**src/rtl/pc_sequencer_if.sv**
```systemverilog
// Control/fetch bus between the pipeline environment (master) and the PC sequencer (slave).
interface pc_sequencer_if #(
  parameter int unsigned ADDR_W = 9,
  parameter int unsigned WORD_W = 16,
  parameter int unsigned CNT_W  = 16
);
  logic                     stall;
  logic                     do_branch;
  logic [ADDR_W-1:0]        br_target;
  logic                     do_jump;
  logic [ADDR_W-1:0]        jmp_target;
  logic [ADDR_W+WORD_W-1:0] fetch_pkt;
  logic [ADDR_W-1:0]        pc;
  logic                     halted;
  logic [ADDR_W-1:0]        halt_pc;
  logic [CNT_W-1:0]         run_cnt;
  logic [CNT_W-1:0]         redir_cnt;

  modport master (
    output stall, do_branch, br_target, do_jump, jmp_target, fetch_pkt,
    input  pc, halted, halt_pc, run_cnt, redir_cnt
  );

  modport slave (
    input  stall, do_branch, br_target, do_jump, jmp_target, fetch_pkt,
    output pc, halted, halt_pc, run_cnt, redir_cnt
  );
endinterface

```
**src/rtl/pc_sequencer.sv**
```systemverilog
// Program-counter stage: sequential stepping, branch/jump redirect, stall hold,
// halt-word detection on the returned fetch packet, and saturating run/redirect counters.
module pc_sequencer #(
  parameter int unsigned       ADDR_W    = 9,
  parameter int unsigned       WORD_W    = 16,
  parameter int unsigned       CNT_W     = 16,
  parameter logic [ADDR_W-1:0] RESET_PC  = ADDR_W'(1),
  parameter logic [WORD_W-1:0] HALT_WORD = 16'hFFFF
) (
  input  logic clk,
  input  logic rst,
  pc_sequencer_if.slave bus
);

  localparam int unsigned PKT_W = ADDR_W + WORD_W;

  typedef enum logic [0:0] {
    S_RUN    = 1'b0,
    S_HALTED = 1'b1
  } state_e;

  state_e            state_q, state_d;
  logic [ADDR_W-1:0] pc_q, pc_d;
  logic [ADDR_W-1:0] halt_pc_q, halt_pc_d;
  logic [CNT_W-1:0]  run_cnt_q, run_cnt_d;
  logic [CNT_W-1:0]  redir_cnt_q, redir_cnt_d;

  logic [WORD_W-1:0] pkt_word_c;
  logic [ADDR_W-1:0] pkt_pc_c;
  logic              halt_det_c;

  function automatic logic [CNT_W-1:0] sat_inc(input logic [CNT_W-1:0] v);
    return (&v) ? v : v + CNT_W'(1);
  endfunction

  assign pkt_word_c = bus.fetch_pkt[WORD_W-1:0];
  assign pkt_pc_c   = bus.fetch_pkt[PKT_W-1:WORD_W];
  // A redirect squashes the packet in flight; an all-zero bubble is never a halt.
  assign halt_det_c = (pkt_word_c == HALT_WORD) && (|bus.fetch_pkt)
                      && !bus.do_branch && !bus.do_jump;

  always_comb begin
    state_d     = state_q;
    pc_d        = pc_q;
    halt_pc_d   = halt_pc_q;
    run_cnt_d   = run_cnt_q;
    redir_cnt_d = redir_cnt_q;
    case (state_q)
      S_RUN: begin
        if (halt_det_c) begin
          state_d   = S_HALTED;
          pc_d      = pkt_pc_c;
          halt_pc_d = pkt_pc_c;
        end else if (bus.do_jump) begin
          pc_d        = bus.jmp_target;
          run_cnt_d   = sat_inc(run_cnt_q);
          redir_cnt_d = sat_inc(redir_cnt_q);
        end else if (bus.do_branch) begin
          pc_d        = bus.br_target;
          run_cnt_d   = sat_inc(run_cnt_q);
          redir_cnt_d = sat_inc(redir_cnt_q);
        end else if (!bus.stall) begin
          pc_d      = pc_q + ADDR_W'(1);
          run_cnt_d = sat_inc(run_cnt_q);
        end
      end
      S_HALTED: begin
        state_d = S_HALTED;
      end
      default: begin
        state_d = S_RUN;
      end
    endcase
  end

  always_ff @(posedge clk) begin
    if (rst) begin
      state_q     <= S_RUN;
      pc_q        <= RESET_PC;
      halt_pc_q   <= '0;
      run_cnt_q   <= '0;
      redir_cnt_q <= '0;
    end else begin
      state_q     <= state_d;
      pc_q        <= pc_d;
      halt_pc_q   <= halt_pc_d;
      run_cnt_q   <= run_cnt_d;
      redir_cnt_q <= redir_cnt_d;
    end
  end

  assign bus.pc        = pc_q;
  assign bus.halted    = (state_q == S_HALTED);
  assign bus.halt_pc   = halt_pc_q;
  assign bus.run_cnt   = run_cnt_q;
  assign bus.redir_cnt = redir_cnt_q;

endmodule

```
**src/flat_wrapper.sv**
```systemverilog
// flat-port wrapper written by rule: the top's interface ports become plain ports
module pc_sequencer_flat 
#(
  parameter int unsigned       ADDR_W    = 9,
  parameter int unsigned       WORD_W    = 16,
  parameter int unsigned       CNT_W     = 16,
  parameter logic [ADDR_W-1:0] RESET_PC  = ADDR_W'(1),
  parameter logic [WORD_W-1:0] HALT_WORD = 16'hFFFF
)
  (clk, rst, bus_stall, bus_do_branch, bus_br_target, bus_do_jump, bus_jmp_target, bus_fetch_pkt, bus_pc, bus_halted, bus_halt_pc, bus_run_cnt, bus_redir_cnt);
  pc_sequencer_if #(.ADDR_W(ADDR_W), .WORD_W(WORD_W), .CNT_W(CNT_W)) bus_i ();
  input  logic clk;
  input  logic rst;
  input wire logic [$bits(bus_i.stall)-1:0] bus_stall;
  input wire logic [$bits(bus_i.do_branch)-1:0] bus_do_branch;
  input wire logic [$bits(bus_i.br_target)-1:0] bus_br_target;
  input wire logic [$bits(bus_i.do_jump)-1:0] bus_do_jump;
  input wire logic [$bits(bus_i.jmp_target)-1:0] bus_jmp_target;
  input wire logic [$bits(bus_i.fetch_pkt)-1:0] bus_fetch_pkt;
  output wire logic [$bits(bus_i.pc)-1:0] bus_pc;
  output wire logic [$bits(bus_i.halted)-1:0] bus_halted;
  output wire logic [$bits(bus_i.halt_pc)-1:0] bus_halt_pc;
  output wire logic [$bits(bus_i.run_cnt)-1:0] bus_run_cnt;
  output wire logic [$bits(bus_i.redir_cnt)-1:0] bus_redir_cnt;
  assign bus_i.stall = bus_stall;
  assign bus_i.do_branch = bus_do_branch;
  assign bus_i.br_target = bus_br_target;
  assign bus_i.do_jump = bus_do_jump;
  assign bus_i.jmp_target = bus_jmp_target;
  assign bus_i.fetch_pkt = bus_fetch_pkt;
  assign bus_pc = bus_i.pc;
  assign bus_halted = bus_i.halted;
  assign bus_halt_pc = bus_i.halt_pc;
  assign bus_run_cnt = bus_i.run_cnt;
  assign bus_redir_cnt = bus_i.redir_cnt;
  pc_sequencer #(.ADDR_W(ADDR_W), .WORD_W(WORD_W), .CNT_W(CNT_W), .RESET_PC(RESET_PC), .HALT_WORD(HALT_WORD)) u_core (.clk(clk), .rst(rst), .bus(bus_i));
endmodule
```
**config.mk**
```make
export PLATFORM = sky130hd
export DESIGN_NAME = pc_sequencer_flat
export DESIGN_NICKNAME = d
export VERILOG_FILES = /design/src/rtl/pc_sequencer_if.sv /design/src/rtl/pc_sequencer.sv /design/src/flat_wrapper.sv
export SDC_FILE = /design/constraint.sdc
export NUM_CORES = 1
export LEC_CHECK = 0
export CORE_MARGIN = 4
export CORE_UTILIZATION = 55
export CTS_CLUSTER_DIAMETER = 40
export DETAILED_ROUTE_END_ITERATION = 16
export DONT_BUFFER_PORTS = 1
export GPL_ROUTABILITY_DRIVEN = 0
export PLACE_DENSITY = 0.7
export SLEW_MARGIN = 40
export SYNTH_ARGS = -nofsm -noshare
export SYNTH_HDL_FRONTEND = slang
export SYNTH_SLANG_ARGS = --single-unit
```
**constraint.sdc**
```tcl
create_clock -name clk -period 2.22 [get_ports clk]
set_input_delay 0.111 -clock clk [delete_from_list [all_inputs] [get_ports clk]]
set_output_delay 0.111 -clock clk [all_outputs]
set_load 0.02 [all_outputs]
```
; ---- Yosys cells after proc, flatten, opt, wreduce, memory -nomap -nowiden
; Cells that the tools add are included.
[classes]
add_sub_neg = 3
n_mul = 0
div = 0
magnitude_cmp = 0
eq_ne = 3
n_shift = 0
mux = 13
bitwise = 2
n_reduce_logical = 13
[ops]
columns = op, count
row1 = $mux 16, 7
row2 = $mux 9, 4
row3 = $add 16x1->16 const B, 2
row4 = $reduce_and 16->1, 2
row5 = $reduce_or 25->1, 1
row6 = $eq 16x16->1 const B, 1
row7 = $add 9x1->9 const B, 1
row8 = $reduce_and 3->1, 2
row9 = $ne 4x1->1 const B, 1
row10 = $reduce_and 2->1, 2
row11 = $logic_and 1x1->1, 3
row12 = $ne 3x1->1 const B, 1
row13 = $logic_not 1->1, 2
row14 = $not 1->1, 2
row15 = $pmux 1 s2, 1
row16 = $reduce_bool 2->1, 1
row17 = $mux 1, 1
[totals]
register_bits = 51
latch_bits = 0
mem_bits_rw = 0
rom_bits = 0
in_bits = 48
out_inout_bits = 51
word_cells = 39
mem_count = 0

; ---- Depth between registers and ports, before layout
[depth]
ltp_word = 6
depth_mapped = 8
depth_no_buf = 6

; ---- Least setup slack after synthesis
; OpenSTA, ideal clock, no wires.
[synth_timing]
path_type = reg-to-reg
startpoint = reg u_core.run_cnt_q[0], in the netlist u_core.bus.run_cnt[0]
endpoint = reg u_core.run_cnt_q[13], in the netlist u_core.bus.run_cnt[13]
setup_ns = 0.071
arrival_ns = 1.882
required_ns = 2.149
slack_ns = 0.267
path_stages_with_launch = 8
n_path_buf = 1
period_less_slack_ns = 1.953
cell_sequence = dfxtp_1 > ha_1 > nand3_1 > nor4_2 > or3_1 > clkbuf_1 > or4_1 > a21oi_1
[synth_via]
elab_chain_len = 5
elab_cells_between_ends = 6
cone_classes = add/sub: 1 / mux: 4 / reduce/logical: 1
[synth_rtl]
columns = element, line_no
row1 = from (decl), pc_sequencer.sv:25  ; logic [CNT_W-1:0] run_cnt_q, run_cnt_d;
row2 = from (signal assigned), pc_sequencer.sv:87  ; run_cnt_q <= run_cnt_d;
row3 = $add 16x1->16 / $reduce_and 16->1 (equally long branches), pc_sequencer.sv:33  ; return (&v) ? v : v + CNT_W'(1);
row4 = $mux 16 *, pc_sequencer.sv:33
row5 = $mux 16, pc_sequencer.sv:62  ; end else if (!bus.stall) begin
row6 = $mux 16, pc_sequencer.sv:58  ; end else if (bus.do_branch) begin
row7 = $mux 16 *, pc_sequencer.sv:54  ; end else if (bus.do_jump) begin
; Mark *: on every way between the ends. The rest lies on a longest branch, timed or not. The select of a mux whose other input is x is not followed.
; A chain may end at the register's enable or synchronous reset.

; ---- Worst setup path after layout
[layout_timing]
startpoint = reg u_core.run_cnt_q[5], in the netlist u_core.bus.run_cnt[5]
endpoint = reg u_core.run_cnt_q[12], in the netlist u_core.bus.run_cnt[12]
; Same word-level chain as after synthesis.

==> impl_summary.log <==
[metrics] outcome: completed
[metrics] synthesized instance count: 338
[metrics] post-synth top area cell: dfxtp_1
[metrics] final worst path period need: 1967 ps
[metrics] overall global routing resource usage: 24.96%
[metrics] number of buffers added on ports: 0
[metrics] layout overhead on the synthesized area: 17.46%
[metrics] number of distinct library cells after synthesis: 47
[metrics] sinks on the clock net: 51
[metrics] post-detailed-routing wire length: 7811 um
[metrics] count of routing violations after the opening detailed-route iteration: 164
[metrics] Ports: 99
[metrics] end point of the most critical hold path: u_core.bus.run_cnt[5]
[metrics] wire length per cell: 17.63 um
[metrics] Diodes inserted: 0
[metrics] leakage power total: 0.001160 uW
[metrics] Net Count, Synth: 389
[metrics] synthesized cell area: 0.002824 mm^2
[metrics] Warnings, synthesis: 0
[metrics] setup tns final: 0 ps
[metrics] main area contributors after synthesis: dfxtp_1 36%, nor2_1 5.4%, xor2_1 4.3%
[metrics] CTS resizes: 0
[metrics] area of the placeable core: 0.004848 mm^2
[metrics] TritonCTS clock tree: done
[metrics] final count of pins violating max slew: 0
[metrics] depth of the worst register-to-register path: 5
[metrics] fraction of post-synthesis cell area in the top cell type by area: 36.15%
[metrics] Hold Startpoint: rst
[metrics] critical path fanouts, max: 8
[metrics] Post-CTS Setup Repair Bufs: 0
[metrics] number of nets in the layout: 426
[metrics] Critical Setup Path Class: register to register
[metrics] wire length of the first global-routing pass: 12730 um
[metrics] final setup vio count: 0
[metrics] average via count per standard cell: 6.332
[metrics] hold violation count in the final report: 0
[metrics] horizontal extent of the die: 79.66 um
[metrics] highest clock rate: 508.3 MHz
[metrics] max-cap violations: 0
[metrics] unrepaired setup endpoints after global routing: false
[metrics] Site Rows: 25
[metrics] via count of the first global-routing pass: 2649
[metrics] commonest cells in the synthesized netlist: 51 x dfxtp_1, 41 x nor2_1, 18 x a21oi_1, 18 x nand3_1
[metrics] number of search-and-repair iterations in the first detailed-routing pass: 4
[metrics] most used flip-flop cell after synthesis: dfxtp_1
[metrics] largest buffer count on any clock path: 2
[metrics] maximum VDD drop: 0.0004764 V
[metrics] clock transition at the register clock pins on the worst setup and hold paths after CTS: 100 ps
[metrics] pin count of the biggest net entering global routing: 57
[metrics] classification of the worst-slack hold path: input pin to register
[metrics] Setup Skew: 8.364 ps
[metrics] die outline area: 0.006345 mm^2
[metrics] power per standard cell area: 525.1 mW/mm^2
[metrics] clock buffer count from CTS: 5
[metrics] clk_lat worst skew: 310 ps
[metrics] R2R Path End: u_core.bus.run_cnt[12]
[metrics] register area share after synthesis: 36.15%
[metrics] die boundary height: 79.66 um
[metrics] CTS root buf: clkbuf_8
[metrics] fin worst setup slack: 252.6 ps
[metrics] mean instance size in the synthesized netlist: 8.355 um^2
[metrics] H-tree depth: 2
[metrics] placed wire-length estimate after detailed placement: 5648 um
[metrics] total overflow reported by the global router: 0
[metrics] FF+latch count, synth: 51
[metrics] worst hold path cell count: 2
[metrics] EDFF count, synth: 0
[metrics] share of synthesized registers carrying an async set or reset: 0%
[metrics] kind of start point of the critical path: register
[metrics] most frequent cell after synthesis: dfxtp_1
[metrics] starting utilization of the core area: 58.25%
[metrics] pre-CTS setup slack: 280.7 ps
[metrics] via count of the routed design: 2805
[metrics] arrival time at the worst endpoint: 2220 ps
[metrics] portion of the clock cycle consumed by the worst path in the final layout: 88.62%
[metrics] number of antenna violations at the first check in global routing: 0
[metrics] required time of the critical path: 2470 ps
[metrics] Slew headroom: 52.50%
[metrics] share of post-route cells with drive strength above 1: 15.69%
[metrics] Crit. End Element: register
[metrics] actual slew at the worst max-slew pin: 712.5 ps
[metrics] setup slack of the most critical reg-to-reg path: 250 ps
[metrics] DRC: 0
[metrics] Final ANT Viol Nets: 0
[metrics] startpoint of the lowest-slack register-to-register path: u_core.bus.run_cnt[5]
-- area by class of cell --
type	count	area [um^2]
timing repair buffer	52	427.9
fill	424	1531
clock inverter	3	18.77
multi-input combinational	255	1659
clock buffer	5	68.82
tap	67	83.83
inverter	10	37.54
sequential	51	1021
-- cells by family after synthesis --
logic type / share of synthesized area [%]
buf+inv: 5.317
compound gates: 18.79
simple gates: 29.11
fa+ha+maj: 1.329
flops: 36.15
xor+xnor: 4.652
mux: 4.652
-- what timing repair did --
item / CTS / global route
endpoints found under the setup margin: 0 / 0
endpoints found under the hold margin: 49 / 0
hold buffers: 11 / 0
-- routing by layer --
metal / wire [um] / share of wire, % / track usage [%] / up-vias
li1: - / - / - / 1353
met1: 3164 / 41 / 30.04 / 1337
met2: 3859 / 49 / 41.24 / 102
met3: 679 / 8.7 / 8.352 / 13
met4: 108 / 1.4 / 8.935 / 0
met5: 0 / 0 / 0 / -
-- how the worst max path moves through the flow --
stage | from | end
finish | u_core.bus.run_cnt[5] | u_core.bus.run_cnt[12]
global route | u_core.bus.run_cnt[5] | u_core.bus.run_cnt[12]
CTS | u_core.bus.run_cnt[5] | u_core.bus.run_cnt[12]
detailed placement | u_core.bus.run_cnt[5] | u_core.bus.run_cnt[12]
global placement | u_core.bus.run_cnt[5] | u_core.bus.run_cnt[10]
floorplan | u_core.bus.run_cnt[0] | u_core.bus.run_cnt[13]
-- sequential cells by signal, summed over array words and instances, names as in the netlist --
signal / flops
u_core.bus.halted: 1
u_core.bus.halt_pc: 9
u_core.bus.run_cnt: 16
u_core.bus.redir_cnt: 16
u_core.bus.pc: 9
-- through the flow --
stage | util [%] | cells | hold slack, ps | power [uW] | area [um^2]
final | 68.41 | 443 | 25.19 | 1742 | 3317
after global routing | 68.41 | 443 | 14.36 | 1825 | 3317
after CTS | 68.41 | 443 | 16.57 | 1755 | 3317
after detailed placement | 64.13 | 424 | 186.8 | 1172 | 3109
after global placement | 64.13 | 424 | 186.5 | 1166 | 3109
after floorplan | - | 338 | 258.2 | 1134 | 2824
-- placed cells by master (no fill, tap or decap), drive strengths merged, types with 2 or more instances in the layout --
cell type | netlist | routed
nand3b | 7 | 7
dfxtp | 51 | 51
xor2 | 14 | 14
nor2b | 3 | 3
nor3 | 4 | 4
nor2 | 42 | 42
buf | 11 | 42
dlygate4sd3 | 0 | 10
a211oi | 11 | 11
inv | 10 | 11
o21bai | 3 | 3
o31ai | 13 | 13
nand3 | 18 | 18
nand2 | 13 | 13
o211ai | 2 | 2
a21o | 2 | 2
and3 | 4 | 4
ha | 3 | 3
a221oi | 2 | 2
a21oi | 18 | 18
or4 | 11 | 11
or3 | 13 | 13
o41ai | 6 | 6
clkinv | 0 | 2
nor4 | 11 | 11
mux2i | 12 | 12
nand4 | 15 | 15
clkbuf | 11 | 5
and4 | 4 | 4
a311oi | 4 | 4
o21ai | 11 | 11
-- critical path: stages, from the launching register on --
cell     delay [ps]
dfxtp_1         520
and4_1          270
nand2_1          70
or3_1           460
or4_1           430
a21oi_1         150
-- report_power, final --
group / leakage (uW) / total (uW) / switching (uW) / internal [uW]
registers: 0.000414 / 961 / 23.2 / 938
clock network: 0.0000483 / 554 / 331 / 223
logic: 0.000697 / 226 / 133 / 93.2
total: 0.00116 / 1740 / 488 / 1250
No activity file was read; power rests on OpenSTA's default activity.
